## config.mk

```make
export PLATFORM = sky130hd
export DESIGN_NAME = lcd_bus_monitor
export DESIGN_NICKNAME = d
export VERILOG_FILES = /design/src/rtl/lcd_bus_monitor.sv
export SDC_FILE = /design/constraint.sdc
export NUM_CORES = 1
export LEC_CHECK = 0
export ABC_AREA = 1
export CORE_MARGIN = 1
export CORE_UTILIZATION = 40
export CTS_CLUSTER_DIAMETER = 30
export DETAILED_ROUTE_END_ITERATION = 10
export PLACE_DENSITY = 0.66
export SKIP_CTS_REPAIR_TIMING = 1
export SLEW_MARGIN = 15
export SYNTH_ARGS = -nofsm -noshare
export SYNTH_HDL_FRONTEND = slang
export SYNTH_SLANG_ARGS = --single-unit
export TNS_END_PERCENT = 1
```

## constraint.sdc

```tcl
create_clock -name clk -period 2.8 [get_ports clk]
set_input_delay 0.28 -clock clk [delete_from_list [all_inputs] [get_ports clk]]
set_output_delay 0.28 -clock clk [all_outputs]
set_load 0.005 [all_outputs]
```

## src/rtl/lcd_bus_monitor.sv

```systemverilog
// rtl/lcd_bus_monitor.sv - passive HD44780-style bus snooper that mirrors the visible 2x16 text
module lcd_bus_monitor (
  input  logic         clk,
  input  logic         rst,
  input  logic         lcd_rs,
  input  logic         lcd_rw,
  input  logic         lcd_e,
  input  logic [7:0]   lcd_data,
  output logic [127:0] line1_data,
  output logic [127:0] line2_data,
  output logic         display_on,
  output logic [6:0]   addr,
  output logic         char_wr
);

  typedef enum logic {
    MODE_DDRAM = 1'b0,
    MODE_CGRAM = 1'b1
  } mode_t;

  localparam logic [127:0] BLANK_LINE = {16{8'h20}};

  // Synchronizer stages 1/2 tame metastability, stage 3 gives the edge reference.
  logic       e_s1, e_s2, e_s3;
  logic       rs_s1, rs_s2, rs_s3;
  logic       rw_s1, rw_s2, rw_s3;
  logic [7:0] data_s1, data_s2, data_s3;

  // Valid bits mark which stages hold real post-reset samples (reset zeros are not samples).
  logic       v1, v2, v3;
  logic       armed;

  mode_t      mode;
  logic       incr;

  logic       xfer;
  logic       cell_visible;
  logic [3:0] cell_pos;
  logic       cell_row;

  // Address counter step on increment: the two 40-cell rows wrap into each other.
  function automatic logic [6:0] addr_inc(input logic [6:0] a);
    logic [6:0] r;
    case (a)
      7'h27:   r = 7'h40;
      7'h67:   r = 7'h00;
      7'h7F:   r = 7'h00;
      default: r = a + 7'd1;
    endcase
    return r;
  endfunction

  // Address counter step on decrement, mirror image of addr_inc.
  function automatic logic [6:0] addr_dec(input logic [6:0] a);
    logic [6:0] r;
    case (a)
      7'h00:   r = 7'h67;
      7'h40:   r = 7'h27;
      default: r = a - 7'd1;
    endcase
    return r;
  endfunction

  // Falling strobe seen between stage 2 and stage 3; only trusted once armed.
  assign xfer = armed && !e_s2 && e_s3;

  // Only the first 16 cells of each row are on screen.
  assign cell_visible = (addr[6:4] == 3'b000) || (addr[6:4] == 3'b100);
  assign cell_pos     = addr[3:0];
  assign cell_row     = addr[6];

  // Three-deep input pipeline for strobe, control and data.
  always_ff @(posedge clk) begin
    if (rst) begin
      e_s1    <= 1'b0;
      e_s2    <= 1'b0;
      e_s3    <= 1'b0;
      rs_s1   <= 1'b0;
      rs_s2   <= 1'b0;
      rs_s3   <= 1'b0;
      rw_s1   <= 1'b0;
      rw_s2   <= 1'b0;
      rw_s3   <= 1'b0;
      data_s1 <= 8'h00;
      data_s2 <= 8'h00;
      data_s3 <= 8'h00;
    end else begin
      e_s1    <= lcd_e;
      e_s2    <= e_s1;
      e_s3    <= e_s2;
      rs_s1   <= lcd_rs;
      rs_s2   <= rs_s1;
      rs_s3   <= rs_s2;
      rw_s1   <= lcd_rw;
      rw_s2   <= rw_s1;
      rw_s3   <= rw_s2;
      data_s1 <= lcd_data;
      data_s2 <= data_s1;
      data_s3 <= data_s2;
    end
  end

  // Arm detection only after a genuine low strobe has reached stage 3, so a strobe
  // already high across reset release cannot complete a transfer.
  always_ff @(posedge clk) begin
    if (rst) begin
      v1    <= 1'b0;
      v2    <= 1'b0;
      v3    <= 1'b0;
      armed <= 1'b0;
    end else begin
      v1 <= 1'b1;
      v2 <= v1;
      v3 <= v2;
      if (v3 && !e_s3) begin
        armed <= 1'b1;
      end
    end
  end

  // Decode each completed write and update the shadow display state.
  always_ff @(posedge clk) begin
    if (rst) begin
      line1_data <= BLANK_LINE;
      line2_data <= BLANK_LINE;
      addr       <= 7'h00;
      incr       <= 1'b1;
      mode       <= MODE_DDRAM;
      display_on <= 1'b0;
      char_wr    <= 1'b0;
    end else begin
      char_wr <= 1'b0;
      if (xfer && !rw_s3) begin
        if (!rs_s3) begin
          // Commands are identified by their most significant set bit.
          casez (data_s3)
            8'b1???????: begin
              addr <= data_s3[6:0];
              mode <= MODE_DDRAM;
            end
            8'b01??????: begin
              mode <= MODE_CGRAM;
            end
            8'b001?????: begin
              // function set: bus width / lines / font do not affect the mirror
            end
            8'b0001????: begin
              if (!data_s3[3]) begin
                addr <= data_s3[2] ? addr_inc(addr) : addr_dec(addr);
              end
            end
            8'b00001???: begin
              display_on <= data_s3[2];
            end
            8'b000001??: begin
              incr <= data_s3[1];
            end
            8'b0000001?: begin
              addr <= 7'h00;
              mode <= MODE_DDRAM;
            end
            8'b00000001: begin
              line1_data <= BLANK_LINE;
              line2_data <= BLANK_LINE;
              addr       <= 7'h00;
              incr       <= 1'b1;
              mode       <= MODE_DDRAM;
            end
            default: begin
            end
          endcase
        end else if (mode == MODE_DDRAM) begin
          // Off-screen cells are not stored, but the counter still walks over them.
          if (cell_visible) begin
            if (cell_row) begin
              line2_data[{cell_pos, 3'b000} +: 8] <= data_s3;
            end else begin
              line1_data[{cell_pos, 3'b000} +: 8] <= data_s3;
            end
            char_wr <= 1'b1;
          end
          addr <= incr ? addr_inc(addr) : addr_dec(addr);
        end
      end
    end
  end

endmodule

```

After elaboration in Yosys (flattened, before gate mapping) --
Cells that the tools add are included. W data, S select, Z words.
Cells by class: muxes and demuxes 23, reduce and logical (&&, ||, !) cells 24, $add $sub $neg 3, equal/unequal tests 16, shift operators 2, bitwise gates (word level) 2
Operator list (count):
- $mux W128 | 9
- $bwmux W128 | 2
- $shift A8 B9 Y128 const A | 1
- $shiftx A8 B9 Y128 | 1
- $mux W7 | 5
- $pmux W7 S2 | 2
- $eq A7 B7 Y1 const B | 3
- $pmux W7 S3 | 1
- $reduce_and A5 Y1 | 2
- $neg A7 Y9 | 1
- $reduce_and A3 Y1 | 3
- $eq A8 B1 Y1 const B | 1
- $add A7 B1 Y7 const B | 1
- $eq A7 B1 Y1 const B | 1
- $eq A7 B6 Y1 const B | 1
- $logic_not A7 Y1 | 1
- $sub A7 B1 Y7 const B | 1
- $eq A6 B1 Y1 const B | 1
- $ne A2 B2 Y1 const B | 3
- $reduce_bool A2 Y1 | 3
- $eq A5 B1 Y1 const B | 1
- $eq A4 B1 Y1 const B | 1
- $logic_and A1 B1 Y1 | 4
- $pmux W1 S2 | 2
- 14 further kinds | 19
Storage, ports and cells: output and inout bits 265, logic and storage cells 93, bits in registers 304, input bits 13

Longest topological paths before layout --
depth after elaboration 7, depth in mapped cells 12

Worst setup path after synthesis --
OpenSTA, ideal clock, no wires.
path kind register -> register, start point reg addr[0], end point reg line2_data[53], stages on the path, launching flop included 11, buffers on the path 1, required time 2.662 ns, arrival time 1.884 ns, slack 0.778 ns, clock period less this slack 2.022 ns, library setup time 0.138 ns, cell sequence dfxtp_1 > inv_2 > ha_1 > clkbuf_1 > nand3_1 > nor2_1 > nand3_2 > nand2_1 > nand2_2 > nand2_1 > o211ai_1
On the way: word-level cells in the longest chain between the ends 7
Ends and longest elaborated chain:
- from (decl) | line 12 | output logic [6:0] addr,
- from (signal assigned) | line 138 | addr <= data_s3[6:0];
- from (signal assigned) | line 149 | addr <= data_s3[2] ? addr_inc(addr) : addr_dec(addr);
- from (signal assigned) | line 182 | addr <= incr ? addr_inc(addr) : addr_dec(addr);
- $neg A7 Y9 (*) | line 176 | line2_data[{cell_pos, 3'b000} +: 8] <= data_s3;
- $shiftx A8 B9 Y128 or $shift A8 B9 Y128 (tied branches) | line 176
- $bwmux W128 (*) | line 176
- $mux W128 (*) | line 175 | if (cell_row) begin
- $mux W128 (*) | line 174 | if (cell_visible) begin
- $mux W128 (*) | line 172 | end else if (mode == MODE_DDRAM) begin
- $mux W128 (*) | line 134 | if (!rs_s3) begin
- to (signal, indexed assignment) | line 176
- to (decl) | line 10 | output logic [127:0] line2_data,
Mark *: on every way between the ends. The rest lies on a longest branch, timed or not. The select of a mux whose other input is x is not followed. A chain may end at the register's enable or synchronous reset.

Worst setup path in the final report --
start point reg addr[1], end point reg line1_data[97]
On the way: word-level cells in the longest chain between the ends 7
Ends and longest elaborated chain:
- $neg A7 Y9 (*) | line 178 | line1_data[{cell_pos, 3'b000} +: 8] <= data_s3;
- $shiftx A8 B9 Y128 or $shift A8 B9 Y128 (tied branches) | line 178
- $bwmux W128 (*) | line 178
- $mux W128 (*) | line 175
- $mux W128 (*) | line 174
- $mux W128 (*) | line 172
- $mux W128 (*) | line 134
- to (signal, indexed assignment) | line 178
- to (decl) | line 9 | output logic [127:0] line1_data,
Marks and branches as above.

==> run metrics <==
first-pass GRT wire length 64600 microns; Fmax 399 MHz; share of cells above drive strength 1 9.98%; Remaining DRCs 0; WP data arrival 2930 ps; worst vdd ir 537 uV; Die Ht 175 microns; Core Area 0.0296 sq mm; CTS tree done; Mapped Area 0.0120 sq mm; Via density 5.16; crit start category register; R2R Path End line1_data[97]$_SDFFE_PP0P_; Clock Skews 23.6 ps; Unique masters post-synth 33; Initial DRC Count 1282; Storage cell area 0.00609 sq mm; final core occ 57.6%; register share of total power 37.9%; # rows 63; Longest Clk Path Bufs 3; Leakage 6.15 nW; GP Congestion 0.945; Net Switching 2.53 mW; # nets final 1942; initial antenna violation count 0; top-count cell post-synth nand2_1; CP max stage cell dfxtp_1; Critical Path Max Stage Delay 490 ps; Max Fanout on Critical Path 9; Mapped Cells 1642; CP required 3220 ps; Int Power 8.99 mW; Crit Path Category register to register; Worst-path clk slew 50 ps; Post-synth top cells 613 x nand2_1, 304 x dfxtp_1, 249 x a21oi_1, 177 x nor2_1, 67 x inv_1; syn_nets 1659; P&R area growth vs syn 41.8%; hold path cells 2; area of the die 0.0308 sq mm; DRT Pass-1 Iters 5; R2R Path Start addr[1]$_SDFFE_PP0P_; Hold EP data_s3[6]$_SDFF_PP0_; actual slew at the worst max-slew pin 920 ps; total number of vias 12190; status complete, no violations; Worst slew margin 38.5%; clock sink total 304; EDFF count, synth 0; ys flop type dfxtp_1; initial core utilization 40.6%; crit path capture type register; Min Clock Period, post-route 2510 ps; Synth async-reset ratio 0%; Combinational Power Share 1.6%; Die Wd 175 microns; Max H-tree Level 2; post-route cell area 0.0171 sq mm; Clk pwr share 60.5%; unrepaired setup endpoints after global routing no; Synth area leader dfxtp_1; Final Hold Vio Count 0; Post-Synthesis Mean Instance Area 7.33 sq um; FF-to-FF path depth 10; pwr/cell area 674 mW/mm^2; crit-path cells inv_1 > ha_1 > xnor2_4 > inv_2 > nor2_2 > nand2_2 > nand2_2 > nand2_1 > nand2_1 > a21oi_1; setup TNS 0 ps; Routed Antenna Nets 0; DP Wirelength 29100 microns; Fin Hold WS 210 ps; WP buf/inv 2; Slew Limit Fails 0; synth warn 0; All-Layer GR Usage 27.3%; # IOs 278; Synth Register Bits 304; grt total ovfl 0; Seq/Total Area, Yosys 50.6%; largest net degree at the start of global routing 139; switching share of total power 21.9%; top post-synthesis cells by area dfxtp_1 51%, nand2_1 19%, a21oi_1 10%, nor2_1 5.5%, inv_1 2.1%; Top delay family on crit path simple AND/OR/NAND/NOR gates; HP Class primary input to register; Final setup viols 0; setup slack, reg-to-reg 290 ps; fraction of post-synthesis cell area in the top cell type by area 50.6%; multi-input logic area 0.00523 sq mm; CTS buffer count 57; Max-cap violations 0; vias in the first global route 11468; Worst Hold Launch rst; later-pin clock latency in the skew report 570 ps; CTS root buf clkbuf_16; fin crit share 89.6%; fillcell total 2735; WL final 43200 microns; # port buffers 277; routed len/inst 18.3 microns; Placed Area 0.0151 sq mm
[power groups by stage]
stage | logic (mW) | registers (mW) | clock network [mW]
after floorplan | 0.118 | 4.45 | 0
after global placement | 0.178 | 4.45 | 0
after detailed placement | 0.178 | 4.46 | 0
after CTS | 0.179 | 4.37 | 7.01
after global routing | 0.198 | 4.37 | 7.24
final | 0.181 | 4.37 | 6.97
[worst max path at each step]
stage / startpoint / to / slack (ps) / depth (start not counted)
floorplan: addr[0]$_SDFFE_PP0P_ / line2_data[53]$_SDFFE_PP1P_ / 780 / 10
global placement: addr[1]$_SDFFE_PP0P_ / line1_data[101]$_SDFFE_PP1P_ / 480 / 10
detailed placement: addr[1]$_SDFFE_PP0P_ / line1_data[97]$_SDFFE_PP0P_ / 370 / 10
CTS: addr[1]$_SDFFE_PP0P_ / line1_data[97]$_SDFFE_PP0P_ / 360 / 10
global route: addr[1]$_SDFFE_PP0P_ / line1_data[101]$_SDFFE_PP1P_ / 200 / 10
finish: addr[1]$_SDFFE_PP0P_ / line1_data[97]$_SDFFE_PP0P_ / 290 / 10
[layout make-up]
cell class / instances / share of cell area [%]
Antenna cell: 1 / 0.0147
Clock buffer: 66 / 8.97
Clock inverter: 41 / 2.72
Inverter: 80 / 1.76
Multi-Input combinational cell: 1184 / 30.6
Sequential cell: 304 / 35.6
Tap cell: 390 / 2.86
Timing Repair Buffer: 298 / 17.4
[sequential cells by signal, indices dropped and copies added, names as in the netlist, 7 cells and up]
register    flops
data_s1         8
addr            7
data_s3         8
line1_data    128
line2_data    128
data_s2         8
[per-stage QoR]
stage / setup slack [ps] / total power, mW / instances
3_5_place_dp: 366 / 4.63 / 2256
4_1_cts: 360 / 11.6 / 2363
2_1_floorplan: 778 / 4.57 / 1642
3_3_place_gp: 482 / 4.63 / 2256
6_report: 292 / 11.5 / 2364
5_1_grt: 203 / 11.8 / 2363
[placed cells by master (no fill, tap or decap), drive strengths merged, types with 2 or more instances in the layout]
cell type / n
inv: 84
buf: 21
ha: 4
nand2: 645
dfxtp: 304
o211ai: 26
bufinv: 7
clkdlybuf4s50: 276
clkinv: 22
o21ai: 16
a21oi: 251
nor2: 184
xnor2: 2
nand3: 48
clkbuf: 67
clkinvlp: 8
[metal layers]
layer | track usage [%] | routed length (microns)
met3 | 6.32 | 4170
met1 | 35.9 | 18200
met4 | 12.8 | 1760
met2 | 42.3 | 19000
met5 | 0 | 0
[kinds of logic (layout without fill, tap and decap cells)]
family / Yosys count / in the layout / share of synthesized area, %
AOI/OAI and AO/OA: 297 / 297 / 13.3
buffers and inverters: 154 / 485 / 6.08
xor gates and xnor gates: 3 / 3 / 0.374
and+or+nand+nor: 880 / 880 / 29.3
adders and majority gates: 4 / 4 / 0.416
other: 0 / 1 / 0
DFF: 304 / 304 / 50.6
Note: power is estimated with default switching activity, not from simulation.
